File: src/rtl/apb_master_if.sv
// apb_master_if: command/response port plus APB bus signals
// for the apb_master requester.
interface apb_master_if #(
  parameter int DATAWIDTH = 32,
  parameter int ADDRWIDTH = 8
);
  logic                 cmd_valid;
  logic                 cmd_ready;
  logic                 cmd_write;
  logic [ADDRWIDTH-1:0] cmd_addr;
  logic [DATAWIDTH-1:0] cmd_wdata;
  logic                 rsp_valid;
  logic [DATAWIDTH-1:0] rsp_rdata;
  logic                 rsp_timeout;
  logic                 PSEL;
  logic                 PENABLE;
  logic                 PWRITE;
  logic [ADDRWIDTH-1:0] PADDR;
  logic [DATAWIDTH-1:0] PWDATA;
  logic [DATAWIDTH-1:0] PRDATA;
  logic                 PREADY;

  modport master (
    input  cmd_valid, cmd_write, cmd_addr, cmd_wdata,
    output cmd_ready,
    output rsp_valid, rsp_rdata, rsp_timeout,
    output PSEL, PENABLE, PWRITE, PADDR, PWDATA,
    input  PRDATA, PREADY
  );

  modport slave (
    output cmd_valid, cmd_write, cmd_addr, cmd_wdata,
    input  cmd_ready,
    input  rsp_valid, rsp_rdata, rsp_timeout,
    input  PSEL, PENABLE, PWRITE, PADDR, PWDATA,
    output PRDATA, PREADY
  );
endinterface

File: src/rtl/apb_master.sv
// apb_master: valid/ready command port to APB requester
// with a bounded wait-state timeout.
module apb_master #(
  parameter int DATAWIDTH = 32,
  parameter int ADDRWIDTH = 8,
  parameter int TIMEOUT   = 16
) (
  input logic          PCLK,
  input logic          PRESETn,
  apb_master_if.master bus
);
  localparam int CW0 = $clog2(TIMEOUT + 1);
  localparam int CW  = (CW0 < 1) ? 1 : CW0;
  localparam int LIM = (TIMEOUT > 0) ? TIMEOUT - 1 : 0;
  localparam logic [CW-1:0] CLIM = CW'(LIM);
  localparam logic [CW-1:0] CMAX = '1;
  localparam bit TO_EN = (TIMEOUT > 0);

  typedef enum logic [1:0] {
    IDLE   = 2'd0,
    SETUP  = 2'd1,
    ACCESS = 2'd2
  } state_t;

  state_t               state_q, state_d;
  logic [CW-1:0]        cnt_q, cnt_d;
  logic                 psel_q, psel_d;
  logic                 pen_q, pen_d;
  logic                 pwr_q, pwr_d;
  logic [ADDRWIDTH-1:0] paddr_q, paddr_d;
  logic [DATAWIDTH-1:0] pwdata_q, pwdata_d;
  logic                 rv_q, rv_d;
  logic [DATAWIDTH-1:0] rd_q, rd_d;
  logic                 rto_q, rto_d;
  logic                 ready;

  assign ready = (state_q == IDLE) && PRESETn;

  always_comb begin
    state_d  = state_q;
    cnt_d    = cnt_q;
    psel_d   = psel_q;
    pen_d    = pen_q;
    pwr_d    = pwr_q;
    paddr_d  = paddr_q;
    pwdata_d = pwdata_q;
    rv_d     = 1'b0;
    rd_d     = rd_q;
    rto_d    = rto_q;
    unique case (state_q)
      IDLE: begin
        if (bus.cmd_valid && ready) begin
          paddr_d  = bus.cmd_addr;
          pwdata_d = bus.cmd_wdata;
          pwr_d    = bus.cmd_write;
          psel_d   = 1'b1;
          pen_d    = 1'b0;
          state_d  = SETUP;
        end
      end
      SETUP: begin
        pen_d   = 1'b1;
        cnt_d   = '0;
        state_d = ACCESS;
      end
      ACCESS: begin
        // success wins over a timeout landing on the same cycle
        if (bus.PREADY) begin
          psel_d  = 1'b0;
          pen_d   = 1'b0;
          rv_d    = 1'b1;
          rto_d   = 1'b0;
          rd_d    = pwr_q ? '0 : bus.PRDATA;
          state_d = IDLE;
        end else if (TO_EN && cnt_q == CLIM) begin
          psel_d  = 1'b0;
          pen_d   = 1'b0;
          rv_d    = 1'b1;
          rto_d   = 1'b1;
          rd_d    = '0;
          state_d = IDLE;
        end else if (cnt_q != CMAX) begin
          cnt_d = cnt_q + 1'b1;
        end
      end
      default: begin
        psel_d  = 1'b0;
        pen_d   = 1'b0;
        state_d = IDLE;
      end
    endcase
  end

  always_ff @(posedge PCLK or negedge PRESETn) begin
    if (!PRESETn) begin
      state_q  <= IDLE;
      cnt_q    <= '0;
      psel_q   <= 1'b0;
      pen_q    <= 1'b0;
      pwr_q    <= 1'b0;
      paddr_q  <= '0;
      pwdata_q <= '0;
      rv_q     <= 1'b0;
      rd_q     <= '0;
      rto_q    <= 1'b0;
    end else begin
      state_q  <= state_d;
      cnt_q    <= cnt_d;
      psel_q   <= psel_d;
      pen_q    <= pen_d;
      pwr_q    <= pwr_d;
      paddr_q  <= paddr_d;
      pwdata_q <= pwdata_d;
      rv_q     <= rv_d;
      rd_q     <= rd_d;
      rto_q    <= rto_d;
    end
  end

  assign bus.cmd_ready   = ready;
  assign bus.PSEL        = psel_q;
  assign bus.PENABLE     = pen_q;
  assign bus.PWRITE      = pwr_q;
  assign bus.PADDR       = paddr_q;
  assign bus.PWDATA      = pwdata_q;
  assign bus.rsp_valid   = rv_q;
  assign bus.rsp_rdata   = rd_q;
  assign bus.rsp_timeout = rto_q;
endmodule

File: src/flat_wrapper.sv
// flat-port wrapper written by rule: the top's interface ports become plain ports
module apb_master_flat 
#(
  parameter int DATAWIDTH = 32,
  parameter int ADDRWIDTH = 8,
  parameter int TIMEOUT   = 16
)
  (PCLK, PRESETn, bus_cmd_valid, bus_cmd_write, bus_cmd_addr, bus_cmd_wdata, bus_cmd_ready, bus_rsp_valid, bus_rsp_rdata, bus_rsp_timeout, bus_PSEL, bus_PENABLE, bus_PWRITE, bus_PADDR, bus_PWDATA, bus_PRDATA, bus_PREADY);
  apb_master_if #(.DATAWIDTH(DATAWIDTH), .ADDRWIDTH(ADDRWIDTH)) bus_i ();
  input logic PCLK;
  input logic PRESETn;
  input wire logic [$bits(bus_i.cmd_valid)-1:0] bus_cmd_valid;
  input wire logic [$bits(bus_i.cmd_write)-1:0] bus_cmd_write;
  input wire logic [$bits(bus_i.cmd_addr)-1:0] bus_cmd_addr;
  input wire logic [$bits(bus_i.cmd_wdata)-1:0] bus_cmd_wdata;
  output wire logic [$bits(bus_i.cmd_ready)-1:0] bus_cmd_ready;
  output wire logic [$bits(bus_i.rsp_valid)-1:0] bus_rsp_valid;
  output wire logic [$bits(bus_i.rsp_rdata)-1:0] bus_rsp_rdata;
  output wire logic [$bits(bus_i.rsp_timeout)-1:0] bus_rsp_timeout;
  output wire logic [$bits(bus_i.PSEL)-1:0] bus_PSEL;
  output wire logic [$bits(bus_i.PENABLE)-1:0] bus_PENABLE;
  output wire logic [$bits(bus_i.PWRITE)-1:0] bus_PWRITE;
  output wire logic [$bits(bus_i.PADDR)-1:0] bus_PADDR;
  output wire logic [$bits(bus_i.PWDATA)-1:0] bus_PWDATA;
  input wire logic [$bits(bus_i.PRDATA)-1:0] bus_PRDATA;
  input wire logic [$bits(bus_i.PREADY)-1:0] bus_PREADY;
  assign bus_i.cmd_valid = bus_cmd_valid;
  assign bus_i.cmd_write = bus_cmd_write;
  assign bus_i.cmd_addr = bus_cmd_addr;
  assign bus_i.cmd_wdata = bus_cmd_wdata;
  assign bus_cmd_ready = bus_i.cmd_ready;
  assign bus_rsp_valid = bus_i.rsp_valid;
  assign bus_rsp_rdata = bus_i.rsp_rdata;
  assign bus_rsp_timeout = bus_i.rsp_timeout;
  assign bus_PSEL = bus_i.PSEL;
  assign bus_PENABLE = bus_i.PENABLE;
  assign bus_PWRITE = bus_i.PWRITE;
  assign bus_PADDR = bus_i.PADDR;
  assign bus_PWDATA = bus_i.PWDATA;
  assign bus_i.PRDATA = bus_PRDATA;
  assign bus_i.PREADY = bus_PREADY;
  apb_master #(.DATAWIDTH(DATAWIDTH), .ADDRWIDTH(ADDRWIDTH), .TIMEOUT(TIMEOUT)) u_core (.PCLK(PCLK), .PRESETn(PRESETn), .bus(bus_i));
endmodule
File: config.mk
export PLATFORM = sky130hd
export DESIGN_NAME = apb_master_flat
export DESIGN_NICKNAME = d
export VERILOG_FILES = /design/src/rtl/apb_master_if.sv /design/src/rtl/apb_master.sv /design/src/flat_wrapper.sv
export SDC_FILE = /design/constraint.sdc
export NUM_CORES = 1
export LEC_CHECK = 0
export CORE_ASPECT_RATIO = 1.2
export CORE_MARGIN = 8
export CORE_UTILIZATION = 44
export DETAILED_ROUTE_END_ITERATION = 8
export GPL_ROUTABILITY_DRIVEN = 1
export PLACE_DENSITY_LB_ADDON = 0.12
export SYNTH_ARGS = -nofsm -noshare
export SYNTH_HDL_FRONTEND = slang
export SYNTH_SLANG_ARGS = --single-unit
File: constraint.sdc
create_clock -name PCLK -period 5.7 [get_ports PCLK]
set_input_delay 0.57 -clock PCLK [delete_from_list [all_inputs] [get_ports PCLK]]
set_output_delay 0.57 -clock PCLK [all_outputs]
set_load 0.02 [all_outputs]
==> results of run 1 <==
-- state kept, by name (all words and copies together) (netlist names) --
| name | cells |
|---|---|
| u_core.bus.PWDATA | 32 |
| u_core.bus.rsp_rdata | 32 |
| u_core.bus.PADDR | 8 |
| u_core.cnt_q | 5 |
| u_core.state_q | 2 |
| u_core.bus.PSEL | 1 |
| u_core.bus.PWRITE | 1 |
| u_core.bus.rsp_timeout | 1 |
| u_core.bus.rsp_valid | 1 |
-- layout by cell type, fill, tap and decap left out, types with 2 or more instances in the layout --
cell type / count
nand2_1: 36
o21ai_0: 65
clkinv_2: 2
mux2_2: 40
nor2b_1: 2
bufinv_16: 2
nand3_1: 3
nand2b_1: 2
ha_1: 3
buf_4: 3
a21oi_1: 2
clkbuf_1: 2
inv_1: 4
mux2i_1: 3
clkdlybuf4s50_1: 153
dfrtp_1: 83
clkbuf_8: 9
-- power by group through the flow --
stage / sequential, mW / clock, mW / combinational [mW]
5_1_grt: 0.834 / 0.485 / 0.793
4_1_cts: 0.816 / 0.460 / 0.753
2_1_floorplan: 0.993 / 0 / 0.176
3_3_place_gp: 0.818 / 0 / 0.740
6_report: 0.815 / 0.445 / 0.740
3_5_place_dp: 0.825 / 0 / 0.749
-- worst max path at each step --
stage	startpoint	depth (start not counted)	to
global route	PRESETn	4	bus_cmd_ready
floorplan	u_core.cnt_q[0]$_DFFE_PN0P_	6	u_core.cnt_q[3]$_DFFE_PN0P_
CTS	PRESETn	4	bus_cmd_ready
global placement	bus_PREADY	4	u_core.bus.rsp_rdata[23]$_DFFE_PN0P_
finish	PRESETn	4	bus_cmd_ready
detailed placement	bus_PREADY	4	u_core.bus.rsp_rdata[20]$_DFFE_PN0P_
-- routing by layer --
metal  GRT usage [%]  part of all wire (%)  routed length (µm)
met1            21.8                    43                3880
met2            24.5                    44                3910
met3            6.66                    11                 999
met4            6.99                   1.4                 129
met5               0                     0                   0
-- critical path, cell delays in order --
cell and delay (ps):
dlygate4sd3_1 530, buf_4 130, nor3b_2 210, clkdlybuf4s50_1 640
-- cells by family after synthesis --
group / Yosys count / share of synthesized area (%)
DFF: 83 / 62.0
AOI/OAI and AO/OA: 72 / 11.4
and+or+nand+nor: 52 / 7.36
muxes: 44 / 14.7
buffers and inverters: 22 / 3.51
adders and majority gates: 3 / 1.12
-- cell type report --
cell class              count  area, µm²  area share, %
clock buffers              11        131           2.55
inverters                   4       15.0          0.292
flip-flops and latches     83       2080           40.4
repair buffers            157       1560           30.4
multi-input cells         171       1160           22.6
well taps                  92        115           2.24
clock inverters             5       77.6           1.51
-- per-stage QoR --
stage          setup slack, ps  instances  hold slack (ps)  power (mW)  utilization, %
2_1_floorplan             3740        276              274        1.17               -
3_3_place_gp              3120        506              369        1.56            65.4
3_5_place_dp              3090        506              369        1.57            65.4
4_1_cts                   3040        523              484        2.03            68.3
5_1_grt                   2990        523              489        2.11            68.3
6_report                  3040        523              480        2.00            68.3
==> reports/qor.yml, run 1 <==
seqPwrFrac_pct: 40.7
hold_buffers: 1
drc_errors: 0
cts_made_buffers: 9
worstReg2RegEnd: "u_core.bus.rsp_rdata[11]$_DFFE_PN0P_"
grt_pass1_wl_mm: 14.3
gp_congestion: 0.771
relSlewSlack_pct: 19.4
antennaDiodeCount: 0
synth.area.top_cells: "dfrtp_1 62%, mux2_2 13%, o21ai_0 9.7%"
reg2reg_depth: 5
io_pins: 155
wl_mm: 8.92
placed_cell_area_um2: 4920
start_util_pct: 44.5
swShare_pct: 32.0
core_area_um2: 7530
cts_repair_resize_count: 0
synth-main-ff-cell: "dfrtp_1"
drive_gt1_share_pct: 14.8
yosysMostFrequentCell: "dfrtp_1"
yosys_warnings: 0
htree_levels: 3
hold_path_depth: 1
ys_seq_elements: 83
vias: 2662
fill_cells: 589
maxSlewViolCount: 0
drt_pass1_iterations: 4
hold_path.class: "reg2reg"
run_status: "finished, final reports clean"
report.final.hold_viol_count: 0
async_reset_ff_share_pct: 100
cts_setup_buffers: 0
grt_pass1_vias: 2732
min_from: "u_core.bus.PSEL$_DFFE_PN0P_"
post-dp-hpwl_mm: 6.30
cts_sinks: 83
rows: 35
grt_max_degree: 82
path_max_fanout: 4
synth_edf_count: 0
nets: 506
cp_data_required_time_ps: 5130
cts_root_buffer: "clkbuf_8"
min_period_ps: 2660
setup_tns_ps: 0
area_delta_synth_final_pct: 53.5
dieArea_um2: 10700
syn-num-nets: 356
synthesis.area_um2: 3350
max_freq_ghz: 0.376
critical_path_arrival_ps: 2090
wl_per_cell_um: 17.1
clk_path_buf_depth: 2
stdcell_area_um2: 5140
critPathLaunchType: "input pin"
ys_types: 29
end_kind: "output port"
p_int_mw: 1.36
synthCells: 276
rsz0062_at_grt: "false"
viasPerCell: 5.09
first_iter_violations: 98
tightest_slew_ps: 1200
path_clk_slew_ps: 80
min_period_over_period_pct: 46.6
synth_common_cells: "83 x dfrtp_1, 65 x o21ai_0, 40 x mux2_2, 36 x nand2_1, 12 x clkbuf_1"
skew_ps: 12.3
worstSkewPairLatency_ps: 340
die_height_um: 112
yosys.area.top_type: "dfrtp_1"
p_switching_mw: 0.639
antenna_found_initial: 0
whs_endpoint: "u_core.bus.PSEL$_DFFE_PN0P_"
drv_cap: 0
r2r_start: "u_core.cnt_q[0]$_DFFE_PN0P_"
p_clk_share_pct: 22.3
power_density_nw_per_um2: 389
track_usage_pct: 16.9
reg2reg_slack_ps: 3330
yosysTopAreaCellShare_pct: 62.0
syn_area_per_cell_um2: 12.1
overflow: 0
combPwrFrac_pct: 37.0
die_w_um: 95.7
finalSetupViolCount: 0
portBuffers: 154
p_leak_nw: 2.13
cts_tree: "done"
peakVddDrop_mv: 0.224
synth_seq_area_share_pct: 62.0
ant_nets: 0
worst-setup-path-type: "in2out"
(Power assumes the default switching activity.)
==> run 2, diff against run 1 <==
Settings changed: CORE_UTILIZATION 44 to 41.
Clock period 5.7 ns to 2.6 ns, I/O delays scaled along.
==> reports/qor.yml, run 2 (synthesized netlist as in run 1, its figures left out) <==
drv_cap: 0  # unchanged
relSlewSlack_pct: 32.3  # +13 points
p_leak_nw: 2.15  # +1.1%
grt_pass1_wl_mm: 14.6  # +1.9%
maxSlewViolCount: 0  # unchanged
drt_pass1_iterations: 4  # unchanged
cts_setup_buffers: 0  # unchanged
cp_data_required_time_ps: 2820  # -2310 ps
worst-setup-path-type: "reg2reg"
p_int_mw: 2.92  # +110%
antennaDiodeCount: 0  # unchanged
path_clk_slew_ps: 80  # about the same
p_switching_mw: 1.39  # +120%
portBuffers: 154  # unchanged
cts_sinks: 83  # unchanged
regArea_um2: 2080  # unchanged
track_usage_pct: 16.3  # -0.65 points
rsz0062_at_grt: "false"
drive_gt1_share_pct: 15.9  # +1.0 points
gp_congestion: 0.742  # -3.8%
fill_cells: 658  # +12%
core_area_um2: 8020  # +6.4%
setup_tns_ps: 0  # unchanged
min_period_over_period_pct: 81.0
first_iter_violations: 88  # -10%
antenna_found_initial: 0  # unchanged
nets: 511  # +0.99%
area_delta_synth_final_pct: 54.6
die_w_um: 98.5  # +3.0%
tightest_slew_ps: 1020  # -188 ps
fin_ws_ps: 495  # -2550 ps
viasPerCell: 4.98  # -2.2%
peakVddDrop_mv: 0.382  # +70%
r2r_start: "u_core.cnt_q[0]$_DFFE_PN0P_"
critPathLaunchType: "flip-flop"
grt_pass1_vias: 2777  # +1.6%
crit_start: "u_core.cnt_q[0]$_DFFE_PN0P_"
wl_mm: 9.03  # +1.2%
overflow: 0  # unchanged
path_max_fanout: 6  # +2
swShare_pct: 32.3  # +0.29 points
wl_per_cell_um: 17.1  # about the same
total_power_mw: 4.31  # +120%
grt_max_degree: 84  # +2.4%
slowest_stage: "or4b_4"
ant_nets: 0  # unchanged
endpoint: "u_core.cnt_q[3]$_DFFE_PN0P_"
report.final.hold_viol_count: 0  # unchanged
end_kind: "flip-flop"
combPwrFrac_pct: 38.2  # +1.2 points
crit_family: "simple AND/OR/NAND/NOR gates"
path_buf_inv: 0  # -3
post-dp-hpwl_mm: 6.64  # +5.4%
worstReg2RegEnd: "u_core.cnt_q[3]$_DFFE_PN0P_"
dpl_worst_slack_ps: 491  # -2600 ps
seqPwrFrac_pct: 41.3  # +0.6 points
reg2reg_slack_ps: 490  # -2840 ps
power_density_nw_per_um2: 832  # +110%
cts_made_buffers: 9  # unchanged
critical_path_arrival_ps: 2320  # +230 ps
dieArea_um2: 11300  # +6.2%
multi_input_area_um2: 1160  # unchanged
reg2reg_depth: 6  # +1
run_status: "finished, final reports clean"
critPathMaxStageDelay_ps: 540  # -100 ps
skew_ps: 4.52  # -7.80 ps
placed_cells: 515  # +1.8%
instances_no_fill: 529  # +1.1%
crit_chain: "ha_1 > and3_1 > ha_1 > or4b_4 > o311ai_2 > o41ai_1"
max_freq_ghz: 0.475
cts_tree: "done"
final_common_cell: "clkdlybuf4s50_1"
cts_root_buffer: "clkbuf_8"
vias: 2633  # -1.1%
final_cell_mix: "153 x clkdlybuf4s50_1, 83 x dfrtp_1, 65 x o21ai_0"
clk_path_buf_depth: 2  # unchanged
die_height_um: 115  # +3.1%
htree_levels: 3  # unchanged
cts_repair_resize_count: 0  # unchanged
drc_errors: 0  # unchanged
worstSkewPairLatency_ps: 340  # about the same
crit_path_frequent_cell: "ha_1"
io_pins: 155  # unchanged
hold_path.class: "in2async"
p_clk_share_pct: 20.5  # -1.8 points
min_period_ps: 2110
worst-path-stages: 6  # +2
hold_buffers: 0  # -1
start_util_pct: 41.8  # -2.7 points
rows: 36  # +2.9%
finalSetupViolCount: 0  # unchanged
-- run 2: power groups by stage --
| stage | Clock (mW) | Sequential (mW) | Combinational (mW) |
|---|---|---|---|
| final | 0.885 | 1.78 | 1.65 |
| after global routing | 0.974 | 1.83 | 1.76 |
| after CTS | 0.915 | 1.78 | 1.67 |
| after detailed placement | 0 | 1.81 | 1.67 |
| after global placement | 0 | 1.79 | 1.65 |
| after floorplan | 0 | 2.18 | 0.385 |
-- run 2: final cells by class --
cell class	instances	area share, %
clock buffer	11	2.73
clock inverter	3	0.773
inverter	4	0.290
multi-input combinational	171	22.5
sequential	83	40.1
tap	95	2.29
timing repair buffer	162	31.4
-- run 2: worst min path at each step --
stage	end	slack, ps	depth (start not counted)
2_1_floorplan	u_core.bus.PADDR[0]$_DFFE_PN0P_	-40	0
3_3_place_gp	u_core.bus.PSEL$_DFFE_PN0P_	460	1
3_5_place_dp	u_core.bus.PSEL$_DFFE_PN0P_	470	1
4_1_cts	u_core.bus.PADDR[3]$_DFFE_PN0P_	230	2
5_1_grt	u_core.cnt_q[2]$_DFFE_PN0P_	290	2
6_report	u_core.cnt_q[2]$_DFFE_PN0P_	200	2
-- run 2: per-stage QoR --
stage / area, µm² / hold slack [ps] / utilization (%)
floorplan: 3350 / -35.6 / -
CTS: 5180 / 227 / 64.6
finish: 5180 / 202 / 64.6
global route: 5180 / 292 / 64.6
detailed placement: 5000 / 467 / 62.3
global placement: 5000 / 463 / 62.3
-- run 2: layer usage --
| metal | global-route usage (%) | up-vias | wire length [µm] |
|---|---|---|---|
| li1 | - | 1260 | - |
| met1 | 19.9 | 1241 | 4050 |
| met2 | 24.9 | 118 | 3950 |
| met3 | 6.30 | 14 | 834 |
| met4 | 7.28 | 0 | 191 |
| met5 | 0 | - | 0 |
